`src/rtl/five_bit_result_accumulator_if.sv`:
```
// Handshake bundle between the 5-bit add/subtract stage, the batch accumulator
// and the batch consumer. The master side drives results in and takes batches out.
interface five_bit_result_accumulator_if #(
    parameter int ACC_W = 8
);
    logic             in_valid;
    logic             in_ready;
    logic [4:0]       in_sum;
    logic             in_op;
    logic             out_valid;
    logic             out_ready;
    logic [ACC_W-1:0] out_acc;
    logic             out_sat;

    modport master (
        output in_valid, in_sum, in_op, out_ready,
        input  in_ready, out_valid, out_acc, out_sat
    );

    modport slave (
        input  in_valid, in_sum, in_op, out_ready,
        output in_ready, out_valid, out_acc, out_sat
    );
endinterface

```
`src/rtl/five_bit_result_accumulator.sv`:
```
// Sums N_SAMPLES results of a 5-bit add/subtract stage into a saturating signed
// accumulator and holds the batch total until the consumer takes it.
module five_bit_result_accumulator #(
    parameter int ACC_W     = 8,
    parameter int N_SAMPLES = 8
) (
    input  logic                            clk,
    input  logic                            rst_n,
    input  logic                            clr,
    five_bit_result_accumulator_if.slave    bus
);
    localparam int CNT_W = $clog2(N_SAMPLES + 1);
    localparam logic [ACC_W-1:0] ACC_MAX = {1'b0, {(ACC_W-1){1'b1}}};
    localparam logic [ACC_W-1:0] ACC_MIN = {1'b1, {(ACC_W-1){1'b0}}};

    typedef enum logic [1:0] {IDLE, ACCUM, DONE} state_e;

    state_e             state_q;
    logic [ACC_W-1:0]   acc_q, acc_d;
    logic [CNT_W-1:0]   cnt_q, cnt_d;
    logic               sat_q, sat_d;
    logic               in_ready_q;
    logic               out_valid_q;

    logic [ACC_W:0]     value;
    logic [ACC_W:0]     sum;
    logic               ovf;
    logic               accept;
    logic               last;

    // IDLE guarantees acc_q and cnt_q are zero, so the first accept of a batch
    // takes the same add path as every later one.
    always_comb begin
        value  = bus.in_op ? {{(ACC_W-4){bus.in_sum[4]}}, bus.in_sum}
                           : {{(ACC_W-4){1'b0}}, bus.in_sum};
        sum    = {acc_q[ACC_W-1], acc_q} + value;
        ovf    = sum[ACC_W] ^ sum[ACC_W-1];
        acc_d  = ovf ? (sum[ACC_W] ? ACC_MIN : ACC_MAX) : sum[ACC_W-1:0];
        sat_d  = sat_q | ovf;
        cnt_d  = cnt_q + CNT_W'(1);
        last   = (cnt_d == CNT_W'(N_SAMPLES));
        accept = bus.in_valid & in_ready_q;
    end

    // NOTE: state registers use non-blocking assignments so every register
    // samples the values from before this edge, independent of statement order.
    always_ff @(posedge clk) begin
        if (!rst_n || clr) begin
            state_q     <= IDLE;
            acc_q       <= '0;
            cnt_q       <= '0;
            sat_q       <= 1'b0;
            in_ready_q  <= 1'b1;
            out_valid_q <= 1'b0;
        end else begin
            case (state_q)
                IDLE, ACCUM: begin
                    if (accept) begin
                        acc_q <= acc_d;
                        cnt_q <= cnt_d;
                        sat_q <= sat_d;
                        if (last) begin
                            state_q     <= DONE;
                            in_ready_q  <= 1'b0;
                            out_valid_q <= 1'b1;
                        end else begin
                            state_q <= ACCUM;
                        end
                    end
                end
                DONE: begin
                    if (bus.out_ready) begin
                        state_q     <= IDLE;
                        acc_q       <= '0;
                        cnt_q       <= '0;
                        sat_q       <= 1'b0;
                        in_ready_q  <= 1'b1;
                        out_valid_q <= 1'b0;
                    end
                end
                default: begin
                    state_q     <= IDLE;
                    acc_q       <= '0;
                    cnt_q       <= '0;
                    sat_q       <= 1'b0;
                    in_ready_q  <= 1'b1;
                    out_valid_q <= 1'b0;
                end
            endcase
        end
    end

    assign bus.in_ready  = in_ready_q;
    assign bus.out_valid = out_valid_q;
    assign bus.out_acc   = acc_q;
    assign bus.out_sat   = sat_q;
endmodule

```
`src/flat_wrapper.sv`:
```
// flat-port wrapper written by rule: the top's interface ports become plain ports
module five_bit_result_accumulator_flat 
#(
    parameter int ACC_W     = 8,
    parameter int N_SAMPLES = 8
)
  (clk, rst_n, clr, bus_in_valid, bus_in_sum, bus_in_op, bus_out_ready, bus_in_ready, bus_out_valid, bus_out_acc, bus_out_sat);
  five_bit_result_accumulator_if #(.ACC_W(ACC_W)) bus_i ();
  input  logic clk;
  input  logic rst_n;
  input  logic clr;
  input wire logic [$bits(bus_i.in_valid)-1:0] bus_in_valid;
  input wire logic [$bits(bus_i.in_sum)-1:0] bus_in_sum;
  input wire logic [$bits(bus_i.in_op)-1:0] bus_in_op;
  input wire logic [$bits(bus_i.out_ready)-1:0] bus_out_ready;
  output wire logic [$bits(bus_i.in_ready)-1:0] bus_in_ready;
  output wire logic [$bits(bus_i.out_valid)-1:0] bus_out_valid;
  output wire logic [$bits(bus_i.out_acc)-1:0] bus_out_acc;
  output wire logic [$bits(bus_i.out_sat)-1:0] bus_out_sat;
  assign bus_i.in_valid = bus_in_valid;
  assign bus_i.in_sum = bus_in_sum;
  assign bus_i.in_op = bus_in_op;
  assign bus_i.out_ready = bus_out_ready;
  assign bus_in_ready = bus_i.in_ready;
  assign bus_out_valid = bus_i.out_valid;
  assign bus_out_acc = bus_i.out_acc;
  assign bus_out_sat = bus_i.out_sat;
  five_bit_result_accumulator #(.ACC_W(ACC_W), .N_SAMPLES(N_SAMPLES)) u_core (.clk(clk), .rst_n(rst_n), .clr(clr), .bus(bus_i));
endmodule
```
`config.mk`:
```
export PLATFORM = sky130hd
export DESIGN_NAME = five_bit_result_accumulator_flat
export DESIGN_NICKNAME = d
export VERILOG_FILES = /design/src/rtl/five_bit_result_accumulator_if.sv /design/src/rtl/five_bit_result_accumulator.sv /design/src/flat_wrapper.sv
export SDC_FILE = /design/constraint.sdc
export NUM_CORES = 1
export LEC_CHECK = 0
export ABC_AREA = 1
export BUFFER_PORTS_ARGS = -buffer_cell sky130_fd_sc_hd__buf_2
export CORE_MARGIN = 4
export CORE_UTILIZATION = 55
export DETAILED_ROUTE_END_ITERATION = 16
export GPL_TIMING_DRIVEN = 0
export PLACE_DENSITY_LB_ADDON = 0.25
export SLEW_MARGIN = 15
export SYNTH_ARGS = -nofsm -noshare
export SYNTH_HDL_FRONTEND = slang
export SYNTH_SLANG_ARGS = --single-unit
```
`constraint.sdc`:
```
create_clock -name clk -period 3.1 [get_ports clk]
set_clock_uncertainty 0.05 [all_clocks]
set_input_delay 0.155 -clock clk [delete_from_list [all_inputs] [get_ports clk]]
set_output_delay 0.155 -clock clk [all_outputs]
set_load 0.005 [all_outputs]
```
==> summary.md, run 1 <==
| Metric | Value |
|---|---|
| Result of the run | `finished, final reports clean` |
| I/O pins | `22` |
| Total die area | `0.00292 mm2` |
| Period minus WS final | `2.08 ns` |
| Grt peak-use layer | `met2` |
| Count of pins over their slew limit | `0` |
| Layout Nets | `221` |
| Final weighted congestion in routability-driven placement | `0.840` |
| Total of flip-flops plus latches after synthesis | `17` |
| Core utilization of the finished layout | `67.2%` |
| Resized cells post-CTS | `0` |
| Share of cells above drive strength 1 | `20.1%` |
| Post-Synthesis Mean Instance Area | `6.70 um2` |
| Total power density per cell area | `351 mW/mm2` |
| Commonest cells after routing, fill and taps aside | `nand2_1, inv_1, buf_2` |
| Area delta synth->final | `14.2%` |
| Buffer type at the clock tree root | `clkbuf_4` |
| Static leakage power | `0.691 nW` |
| Normalized max-slew margin | `63.5%` |
| Category of the worst setup path capture point | `register` |
| Number of different library cells in the post-synthesis netlist | `24` |
| Number of rows created at floorplan | `16` |
| Critical-path maximum fanout | `7` |
| Wire length per cell | `10.8 um` |
| Data required time of the worst path | `3.28 ns` |
| Final setup violation count | `0` |
| Die boundary height | `54.0 um` |
| Overall fraction of global-route tracks in use | `19.2%` |
| Highest achievable clock rate | `480 MHz` |
| Maximum number of pins on one net before global-route repair | `11` |
| Mapped Cells | `174` |
| Fraction of met1 tracks used by global routing | `23.6%` |
| Max-capacitance violation count | `0` |
| Post-Syn Area | `0.00117 mm2` |
| Dominant cell type by area after synthesis | `dfxtp_1` |
| Via count of the first global-routing pass | `993` |
| Clock insertion delay at the later pin of the skew report | `0.29 ns` |
| Number of hold violations in the final report | `0` |
| HPWL after DPL | `1950 um` |
| Final period utilization | `67.2%` |
| Starting DRC count in detailed routing | `15` |
| Post-synth top area share | `29.2%` |
| Slew at the pin closest to its max-slew limit | `0.548 ns` |
| Top cells by area, synth | `dfxtp_1, nand2_1, ha_1, nand3_1, inv_1` |
| GR Layer Usage met3 | `5.82%` |
| Mean number of vias per cell | `5.02` |
| Peak supply drop | `0.000300 V` |
| TritonCTS clock tree | `built` |
| Launching element type of the critical path | `register` |
| Aggregate routed wire length | `2440 um` |
| Port bufs | `21` |
| Net Count, Synth | `195` |
| Global-route wire length before repair | `4110 um` |
| CTS Buf Count | `3` |
| Core region area | `0.00198 mm2` |
| Crit path kind | `reg -> reg` |
| Clock transition at the register clock pins on the worst setup and hold paths after CTS | `0.10 ns` |
| Overall power of the completed layout | `0.468 mW` |
| GR Util met2 | `33.3%` |
| Antenna violations before repair | `0` |
| CTS Sinks | `17` |
| Number of buffers inserted for hold repair after clock tree synthesis | `0` |
| Diode count | `0` |
| Setup repair after global routing missed its margin | `no` |
| Remaining global-route overflow | `0` |
| Setup TNS | `0 ns` |
| Most common library cell in the layout ignoring fill and taps | `nand2_1` |
| Type of the most critical hold path | `in -> reg` |
| Number of warnings reported in the yosys synthesis log | `0` |
| Hold slack final | `0.0909 ns` |
| CTS H-tree depth | `1` |
| Drt drc | `0` |
| Share of the yosys chip area belonging to registers | `29.2%` |
| Data arrival time of the critical path | `2.26 ns` |
| Post-CTS Setup Bufs | `0` |
| Length of the first detailed-routing pass in iterations | `4` |
| Largest buffer count on any clock path | `2` |
| Effective utilization at floorplan | `58.8%` |
| Number of vias after detailed routing | `1135` |
| Die width | `54.0 um` |
| Routed Antenna Nets | `0` |
-- worst paths after layout --
| check | depth (start not counted) | startpoint | slack (ns) | to |
|---|---|---|---|---|
| setup reg to reg | 11 | u_core.bus.out_acc[0]$_SDFFE_PP0P_ | 1.02 | u_core.bus.out_acc[6]$_SDFFE_PP0P_ |
| hold reg to reg | 2 | u_core.bus.out_valid$_SDFFE_PP0P_ | 0.40 | u_core.bus.out_valid$_SDFFE_PP0P_ |
| hold / removal | 4 | clr | 0.09 | u_core.cnt_q[0]$_SDFFE_PP0P_ |
| setup / recovery | 11 | u_core.bus.out_acc[0]$_SDFFE_PP0P_ | 1.02 | u_core.bus.out_acc[6]$_SDFFE_PP0P_ |
-- logic make-up (layout without fill, tap and decap cells) --
kind of cell	Yosys count	in the layout	share of synthesized area (%)
compound gates	22	22	12.2
xor+xnor	4	4	3.00
fa+ha+maj	10	10	11.4
buf+inv	24	49	8.05
flops	17	17	29.2
simple gates	97	97	36.2
-- registers in the layout, summed over array words and instances (netlist names) --
name                  cells
u_core.bus.out_valid      1
u_core.bus.out_acc        8
u_core.bus.in_ready       1
u_core.cnt_q              4
u_core.bus.out_sat        1
u_core.state_q            2
-- stage by stage --
stage | setup WS (ns) | std cells | cell area, um2
floorplan | 1.23 | 174 | 1170
global placement | 1.08 | 222 | 1310
detailed placement | 1.02 | 222 | 1310
CTS | 1.01 | 226 | 1330
global route | 0.830 | 226 | 1330
finish | 1.02 | 226 | 1330
-- where the power goes --
group          switching, mW  internal [mW]
Clock                 0.0690         0.0500
Combinational         0.0706         0.0467
Sequential           0.00567          0.225
Total                  0.145          0.322
-- final cells by class --
| type | instances | area [um2] |
|---|---|---|
| Buffer | 2 | 11.3 |
| Clock buffer | 4 | 26.3 |
| Timing Repair Buffer | 21 | 105 |
| Inverter | 22 | 82.6 |
| Sequential cell | 17 | 340 |
| Tap cell | 27 | 33.8 |
| Fill cell | 177 | 651 |
| Multi-Input combinational cell | 133 | 732 |
-- routing by layer --
layer | wire [um] | vias up
li1 | - | 607
met2 | 1130 | 26
met5 | 0 | -
met1 | 1140 | 502
met4 | 0 | 0
met3 | 166 | 0
-- Yosys cell counts, drive strengths merged --
cell type	n
nand3	17
clkbuf	1
xor2	2
inv	22
dfxtp	17
xnor2	2
a21oi	17
nor2	8
nand4	2
nand3b	1
buf	1
ha	9
nand2	67
o21ai	4
fa	1
o21a	1
or3	1
or2	1
-- critical path, stage by stage (launching register included) --
cell and delay [ns]:
dfxtp_1 0.34, ha_1 0.23, fa_1 0.42, nand2_1 0.09, nand2_1 0.10, nand3_2 0.12
nand2_2 0.06, nand2_1 0.07, nand2_2 0.09, a21oi_4 0.23, nand2_1 0.11, a21oi_2 0.12
(Power assumes the default switching activity.)
==> run 2: changes to the inputs <==
--- a/config.mk
+++ b/config.mk
@@ -5,10 +5,10 @@
 export SDC_FILE = /design/constraint.sdc
 export NUM_CORES = 1
 export LEC_CHECK = 0
-export ABC_AREA = 1
+export ABC_AREA = 0
 export BUFFER_PORTS_ARGS = -buffer_cell sky130_fd_sc_hd__buf_2
 export CORE_MARGIN = 4
-export CORE_UTILIZATION = 55
+export CORE_UTILIZATION = 53
 export DETAILED_ROUTE_END_ITERATION = 16
 export GPL_TIMING_DRIVEN = 0
 export PLACE_DENSITY_LB_ADDON = 0.25
==> constraint.sdc (replaced) <==
create_clock -name clk -period 2 [get_ports clk]
set_clock_uncertainty 0.05 [all_clocks]
set_input_delay 0.1 -clock clk [delete_from_list [all_inputs] [get_ports clk]]
set_output_delay 0.1 -clock clk [all_outputs]
set_load 0.005 [all_outputs]
==> run 2 against run 1 <==
  * The flow now finishes with violations (setup timing)
  * Register-to-register slack lost 1.1 ns
  * Global-route usage grew 0.85 points
  * Setup slack worse by 1.1 ns
  * Area after synthesis shrank 5.8%
  * Utilization up 5.8 points
  * Power grew 54%
  * Sequential share of layout area fell by 1.4 points
  * Sequential power up 55%
  * Clock power up 63%
  * First-iteration DRC count rose to 3.0 times the previous value
  * Critical path type unchanged
  * Highest routed layer is now met4
==> summary.md, run 2 <==
| Metric | Value |
|---|---|
| Largest buffer count on any clock path | `2 (unchanged)` |
| Maximum number of pins on one net before global-route repair | `11 (unchanged)` |
| Top cells by area, synth | `dfxtp_1, ha_1, o211ai_1, nand2_1, a21oi_1 (was dfxtp_1, nand2_1, ha_1, nand3_1, inv_1)` |
| Switching pwr | `0.221 mW (was 0.145 mW)` |
| Commonest cells after routing, fill and taps aside | `buf_2, nand2_1, dfxtp_1 (was nand2_1, inv_1, buf_2)` |
| Port bufs | `21 (unchanged)` |
| EDFF count, synth | `0 (unchanged)` |
| Die width | `53.5 um (was 54.0 um)` |
| Aggregate routed wire length | `2950 um (was 2440 um)` |
| Hold slack final | `0.0698 ns (was 0.0909 ns)` |
| Final Cell Area | `0.00143 mm2 (was 0.00133 mm2)` |
| Cell-internal power | `0.500 mW (was 0.322 mW)` |
| Launching element type of the critical path | `register (unchanged)` |
| Overall power of the completed layout | `0.720 mW (was 0.468 mW)` |
| Post-synth top area share | `31.0% (was 29.2%)` |
| Total die area | `0.00286 mm2 (was 0.00292 mm2)` |
| Overall fraction of global-route tracks in use | `20.1% (was 19.2%)` |
| Buffer type at the clock tree root | `clkbuf_4 (unchanged)` |
| Total of flip-flops plus latches after synthesis | `17 (unchanged)` |
| Dominant cell type by area after synthesis | `dfxtp_1 (unchanged)` |
| Via count of the first global-routing pass | `1004 (was 993)` |
| Share of the yosys chip area belonging to registers | `31.0% (was 29.2%)` |
| HPWL after DPL | `2000 um (was 1950 um)` |
| I/O pins | `22 (unchanged)` |
| CTS Sinks | `17 (unchanged)` |
| Data required time of the worst path | `2.13 ns (was 3.28 ns)` |
| Wire length per cell | `15.9 um (was 10.8 um)` |
| Cell area after placement | `0.00127 mm2 (was 0.00131 mm2)` |
| Total power density per cell area | `503 mW/mm2 (was 351 mW/mm2)` |
| Remaining global-route overflow | `0 (unchanged)` |
| Post-Syn Area | `0.00110 mm2 (was 0.00117 mm2)` |
| Effective utilization at floorplan | `56.0% (was 58.8%)` |
| Normalized max-slew margin | `61.0% (was 63.5%)` |
| Clock insertion delay at the later pin of the skew report | `0.29 ns (about the same)` |
| Commonest cells post-synth | `nand2_1, dfxtp_1, o211ai_1 (was nand2_1, inv_1, dfxtp_1)` |
| Post-Layout Cell Count | `186 (was 226)` |
| CTS Buf Count | `3 (unchanged)` |
| Switching Fraction | `30.6% (was 31.1%)` |
| Most used standard cell by instance count after synthesis | `nand2_1 (unchanged)` |
| Largest register FFs | `8 (unchanged)` |
| Number of warnings reported in the yosys synthesis log | `0 (unchanged)` |
| Mapped Cells | `127 (was 174)` |
| Flip-flop cell with the highest count after synthesis | `dfxtp_1 (unchanged)` |
| Setup TNS | `-0.389 ns (was 0 ns)` |
| Final period utilization | `104% (was 67.2%)` |
| Category of the worst setup path capture point | `register (unchanged)` |
| Clock transition at the register clock pins on the worst setup and hold paths after CTS | `0.11 ns (was 0.10 ns)` |
| Min setup slack post-route | `-0.0855 ns (was 1.02 ns)` |
| Length of the first detailed-routing pass in iterations | `4 (unchanged)` |
| Pre-CTS setup slack | `-0.297 ns (was 1.02 ns)` |
| Starting DRC count in detailed routing | `45 (was 15)` |
| Number of different library cells in the post-synthesis netlist | `38 (was 24)` |
| Violated checks | `setup timing` |
| Max-capacitance violation count | `0 (unchanged)` |
| Static leakage power | `0.636 nW (was 0.691 nW)` |
| Result of the run | `finished, violations left (was finished, final reports clean)` |
| Ys async rst share | `0% (unchanged)` |
| Layout Nets | `181 (was 221)` |
| Routed Antenna Nets | `0 (unchanged)` |
| Share of cells above drive strength 1 | `32.7% (was 20.1%)` |
| Flop-to-flop setup slack | `-0.09 ns (was 1.02 ns)` |
| Highest achievable clock rate | `480 MHz (about the same)` |
| Post-Synthesis Mean Instance Area | `8.65 um2 (was 6.70 um2)` |
| Seq pwr share | `49.7% (was 49.4%)` |
| Antenna violations before repair | `0 (unchanged)` |
| Peak supply drop | `0.000415 V (was 0.000300 V)` |
| Critical-path maximum fanout | `7 (unchanged)` |
| Net Count, Synth | `148 (was 195)` |
| Slew at the pin closest to its max-slew limit | `0.583 ns (was 0.548 ns)` |
| Area delta synth->final | `30.3% (was 14.2%)` |
| Post-Place Cells | `175 (was 222)` |
| Final setup violation count | `8 (was 0)` |
| Count of pins over their slew limit | `0 (unchanged)` |
| Mean number of vias per cell | `5.94 (was 5.02)` |
| Number of rows created at floorplan | `16 (unchanged)` |
| Number of hold violations in the final report | `0 (unchanged)` |
| Die boundary height | `53.5 um (was 54.0 um)` |
| Global-route wire length before repair | `4260 um (was 4110 um)` |
| Diode count | `0 (unchanged)` |
| Drt drc | `0 (unchanged)` |
| Number of vias after detailed routing | `1104 (was 1135)` |
| Period minus WS final | `2.09 ns (was 2.08 ns)` |
| Type of the most critical hold path | `in -> reg (unchanged)` |
| Core utilization of the finished layout | `73.0% (was 67.2%)` |
| Data arrival time of the critical path | `2.21 ns (was 2.26 ns)` |
| CTS H-tree depth | `1 (unchanged)` |
| Most common library cell in the layout ignoring fill and taps | `buf_2 (was nand2_1)` |
| Crit path kind | `reg -> reg (unchanged)` |
| Proportion of power drawn by combinational gates | `23.3% (was 25.1%)` |
| Setup repair after global routing missed its margin | `yes (was no)` |
| Core region area | `0.00196 mm2 (was 0.00198 mm2)` |
| Share of total power in the clock network | `26.9% (was 25.5%)` |
| Final weighted congestion in routability-driven placement | `0.888 (was 0.840)` |
| TritonCTS clock tree | `built (unchanged)` |
run 2: cell count changes after synthesis, moves of 3 or more:
cell,delta
nand2_1,-42
inv_1,-20
a21oi_2,-5
a21o_2,+3
nand3_1,-13
a21o_1,+4
nand2_2,-6
o211ai_1,+12
a21oi_1,-3
run 2: critical path: stages, from the launching register on:
cell	delay, ns
dfxtp_2	0.36
ha_4	0.17
fa_2	0.39
a211oi_4	0.25
o211ai_1	0.13
and3b_1	0.21
mux2i_4	0.26
o211ai_1	0.14
run 2: cell families after synthesis:
group	count (synthesis)	share of synthesized area [%]
AOI/OAI and AO/OA	45	29.8
muxes	1	0.911
and+or+nand+nor	42	18.0
xor gates and xnor gates	8	6.38
DFF	17	31.0
buffers and inverters	4	1.82
adders and majority gates	10	12.1
run 2: what timing repair did:
action                     in CTS  in global routing
setup buffers                   4                  3
hold buffers                    0                  0
hold endpoints to repair        0                  0
gates resized for setup        10                  6
pin swaps                      10                  4
setup endpoints to repair       8                  8
run 2: final cells by class:
type / instances / area (um2)
sequential: 17 / 347
buffer: 3 / 16.3
fill: 154 / 531
timing repair buffer: 28 / 161
clock inverter: 1 / 5.00
clock buffer: 3 / 22.5
inverter: 1 / 3.75
tap: 27 / 33.8
multi-input combinational: 106 / 842
run 2: final timing paths:
check / from / endpoint / cells past startpoint
setup / recovery: u_core.bus.out_acc[0]$_SDFFE_PP0P_ / u_core.bus.out_acc[0]$_SDFFE_PP0P_ / 7
hold / removal: bus_out_ready / u_core.state_q[1]$_SDFFE_PP0P_ / 3
setup reg to reg: u_core.bus.out_acc[0]$_SDFFE_PP0P_ / u_core.bus.out_acc[0]$_SDFFE_PP0P_ / 7
hold reg to reg: u_core.bus.out_valid$_SDFFE_PP0P_ / u_core.bus.out_valid$_SDFFE_PP0P_ / 2
run 2: power groups by stage:
stage / Clock [mW] / Sequential, mW / Combinational, mW
after floorplan: 0 / 0.364 / 0.0986
after global placement: 0 / 0.364 / 0.134
after detailed placement: 0 / 0.365 / 0.139
after CTS: 0.192 / 0.357 / 0.151
after global routing: 0.210 / 0.359 / 0.181
final: 0.194 / 0.358 / 0.168
run 2: metal layers:
metal | vias to the layer above | global-route usage, % | share of wire [%]
li1 | 538 | - | -
met5 | - | 0 | 0
met1 | 516 | 25.6 | 43
met2 | 46 | 35.7 | 50
met3 | 4 | 2.54 | 6.6
met4 | 0 | 4.26 | 0.68
==> run 3: changes to the inputs <==
--- a/config.mk
+++ b/config.mk
@@ -5,10 +5,11 @@
 export SDC_FILE = /design/constraint.sdc
 export NUM_CORES = 1
 export LEC_CHECK = 0
-export ABC_AREA = 0
+export ABC_AREA = 1
 export BUFFER_PORTS_ARGS = -buffer_cell sky130_fd_sc_hd__buf_2
+export CORE_ASPECT_RATIO = 1.5
 export CORE_MARGIN = 4
-export CORE_UTILIZATION = 53
+export CORE_UTILIZATION = 54
 export DETAILED_ROUTE_END_ITERATION = 16
 export GPL_TIMING_DRIVEN = 0
 export PLACE_DENSITY_LB_ADDON = 0.25
==> run 3 against run 2 <==
  * The run now ends clean
  * Utilization shrank 0.46 points
  * Sequential share of layout area down 1.0 points
  * Final cell count is 22% higher
  * First-iteration DRC count shrank 6.7%
  * Critical path depth rose by 2
  * Clock power decreased by 6%
  * Power increased by 7.3%
  * Via count up 11%
  * Fmax is 4.4% higher
  * Global-route usage up 0.061 points
  * Routed wire length increased by 2.2%
==> summary.md, run 3 (same netlist as run 1, synthesis figures left out) <==
| Metric | Value |
|---|---|
| Core utilization of the finished layout | `72.5% (was 73.0%)` |
| Critical-path maximum fanout | `7 (unchanged)` |
| Data arrival time of the critical path | `2.17 ns (was 2.21 ns)` |
| Die boundary height | `64.9 um (was 53.5 um)` |
| Data required time of the worst path | `2.17 ns (was 2.13 ns)` |
| Depth of the most critical reg-to-reg path | `9 (was 7)` |
| Cell area after placement | `0.00130 mm2 (was 0.00127 mm2)` |
| Number of vias after detailed routing | `1223 (was 1104)` |
| Overall fraction of global-route tracks in use | `20.1% (about the same)` |
| Global-route wire length before repair | `4550 um (was 4260 um)` |
| Number of cells traversed by the worst hold path | `4 (was 3)` |
| Static leakage power | `0.722 nW (was 0.636 nW)` |
| Max incr delay on CP | `0.34 ns (was 0.39 ns)` |
| Ordered list of cells on the worst path | `ha_1, or2_1, nand3_4, nand2_2, nand2_2, nand2_4, a21oi_4, nand2_1, a21oi_2 (was ha_4, fa_2, a211oi_4, o211ai_1, and3b_1, mux2i_4, o211ai_1)` |
| Result of the run | `finished, final reports clean (was finished, violations left)` |
| Setup TNS | `0 ns (was -0.389 ns)` |
| Diode count | `0 (unchanged)` |
| Highest achievable clock rate | `500 MHz (was 480 MHz)` |
| Hold slack final | `0.0303 ns (was 0.0698 ns)` |
| Endpoint of the worst hold-timing path | `u_core.cnt_q[0]$_SDFFE_PP0P_ (was u_core.state_q[1]$_SDFFE_PP0P_)` |
| Peak supply drop | `0.000373 V (was 0.000415 V)` |
| Final Cell Area | `0.00149 mm2 (was 0.00143 mm2)` |
| Post-Layout Cell Count | `226 (was 186)` |
| Dominant cell type by count on the critical path | `nand2_2 (was o211ai_1)` |
| Share of cells above drive strength 1 | `32.4% (was 32.7%)` |
| Pre-CTS setup slack | `-0.0799 ns (was -0.297 ns)` |
| Largest buffer count on any clock path | `2 (unchanged)` |
| Count of pins over their slew limit | `0 (unchanged)` |
| Core region area | `0.00205 mm2 (was 0.00196 mm2)` |
| I/O pins | `22 (unchanged)` |
| Category of the worst setup path capture point | `register (unchanged)` |
| Fill count | `183 (was 154)` |
| Length of the first detailed-routing pass in iterations | `4 (unchanged)` |
| Drt drc | `0 (unchanged)` |
| Period minus WS final | `2.00 ns (was 2.09 ns)` |
| Capturing point of the worst reg2reg path | `u_core.bus.out_acc[0]$_SDFFE_PP0P_ (unchanged)` |
| Via count of the first global-routing pass | `1127 (was 1004)` |
| HPWL after DPL | `2140 um (was 2000 um)` |
| Most common library cell in the layout ignoring fill and taps | `nand2_1 (was buf_2)` |
| Overall power of the completed layout | `0.773 mW (was 0.720 mW)` |
| Remaining global-route overflow | `0 (unchanged)` |
| Normalized max-slew margin | `60.9% (was 61.0%)` |
| Antenna violations before repair | `0 (unchanged)` |
| CTS H-tree depth | `1 (unchanged)` |
| Final period utilization | `99.9% (was 104%)` |
| Post-Place Cells | `217 (was 175)` |
| Launching point of the worst reg2reg path | `u_core.bus.out_acc[3]$_SDFFE_PP0P_ (was u_core.bus.out_acc[0]$_SDFFE_PP0P_)` |
| Commonest cells after routing, fill and taps aside | `nand2_1, inv_1, buf_2 (was buf_2, nand2_1, dfxtp_1)` |
| Area delta synth->final | `27.6% (was 30.3%)` |
| Maximum number of pins on one net before global-route repair | `11 (unchanged)` |
| Number of buffers inserted for hold repair after clock tree synthesis | `0 (unchanged)` |
| Mean number of vias per cell | `5.41 (was 5.94)` |
| Final setup violation count | `0 (was 8)` |
| Crit path kind | `reg -> reg (unchanged)` |
| Total die area | `0.00298 mm2 (was 0.00286 mm2)` |
| Aggregate routed wire length | `3020 um (was 2950 um)` |
| Wire length per cell | `13.3 um (was 15.9 um)` |
| Routed Antenna Nets | `0 (unchanged)` |
| Buffer type at the clock tree root | `clkbuf_4 (unchanged)` |
| Final weighted congestion in routability-driven placement | `0.831 (was 0.888)` |
| Slew at the pin closest to its max-slew limit | `0.586 ns (was 0.583 ns)` |
| CTS Sinks | `17 (unchanged)` |
| Clock insertion delay at the later pin of the skew report | `0.29 ns (about the same)` |
| Min setup slack post-route | `0.00171 ns (was -0.0855 ns)` |
| Clock transition at the register clock pins on the worst setup and hold paths after CTS | `0.09 ns (was 0.11 ns)` |
| Layout Nets | `226 (was 181)` |
| Setup repair after global routing missed its margin | `yes (unchanged)` |
| Number of hold violations in the final report | `0 (unchanged)` |
| Type of the most critical hold path | `in -> reg (unchanged)` |
| Starting DRC count in detailed routing | `42 (was 45)` |
| CTS Buf Count | `3 (unchanged)` |
| Total power density per cell area | `519 mW/mm2 (was 503 mW/mm2)` |
| Effective utilization at floorplan | `56.8% (was 56.0%)` |
| Port bufs | `21 (unchanged)` |
| Number of rows created at floorplan | `20 (was 16)` |
| Max-capacitance violation count | `0 (unchanged)` |
| Flop-to-flop setup slack | `0.002 ns (was -0.09 ns)` |
| TritonCTS clock tree | `built (unchanged)` |
| Launching element type of the critical path | `register (unchanged)` |
| Slowest cell on the critical path | `dfxtp_1 (was fa_2)` |
| Worst Hold Launch | `clr (was bus_out_ready)` |
| Largest register FFs | `8 (unchanged)` |
| Die width | `45.9 um (was 53.5 um)` |
==> run 3: critical path, delay by kind of cell, from the launching register on <==
family                   cells  cell delay, ns
AND/OR/NAND/NOR              6            0.78
AO/OA/AOI/OAI                2            0.41
flip-flops                   1            0.34
adder cells (fa/ha/maj)      1            0.34
==> run 3: cell type report <==
type,count,area [um2],area share (%)
multi-input cells,133,852,57.3
flip-flops and latches,17,345,23.2
repair buffers,26,143,9.59
clock buffers,4,26.3,1.77
inverters,22,82.6,5.55
plain buffers,2,11.3,0.757
well taps,22,27.5,1.85
==> run 3: worst max-delay path by stage <==
stage | slack (ns) | from | end
after global placement | -0.03 | u_core.bus.out_acc[0]$_SDFFE_PP0P_ | u_core.bus.out_acc[6]$_SDFFE_PP0P_
after detailed placement | -0.08 | u_core.bus.out_acc[0]$_SDFFE_PP0P_ | u_core.bus.out_acc[2]$_SDFFE_PP0P_
after CTS | 0.008 | u_core.bus.out_acc[0]$_SDFFE_PP0P_ | u_core.bus.out_acc[2]$_SDFFE_PP0P_
final | 0.002 | u_core.bus.out_acc[3]$_SDFFE_PP0P_ | u_core.bus.out_acc[0]$_SDFFE_PP0P_
after floorplan | 0.13 | u_core.bus.out_acc[0]$_SDFFE_PP0P_ | u_core.bus.out_acc[2]$_SDFFE_PP0P_
after global routing | -0.09 | u_core.bus.out_acc[3]$_SDFFE_PP0P_ | u_core.bus.out_acc[0]$_SDFFE_PP0P_
==> run 3: what timing repair did <==
| action | in CTS | in global routing |
|---|---|---|
| hold endpoints to repair | 0 | 0 |
| pin swaps | 5 | 10 |
| setup endpoints to repair | 8 | 8 |
| resized for setup | 4 | 25 |
| buffers inserted | 2 | 3 |
==> run 3: layer usage <==
metal  up-vias  track usage [%]  wire length (um)
li1        616                -                 -
met1       576             22.1              1130
met2        26             36.9              1760
met3         5             1.67                81
met4         0             8.19                46
met5         -                0                 0
==> run 3: power by group <==
part	internal (mW)	total, mW	switching, mW
combinational	0.0958	0.229	0.134
sequential	0.350	0.362	0.0114
clock	0.0777	0.182	0.104
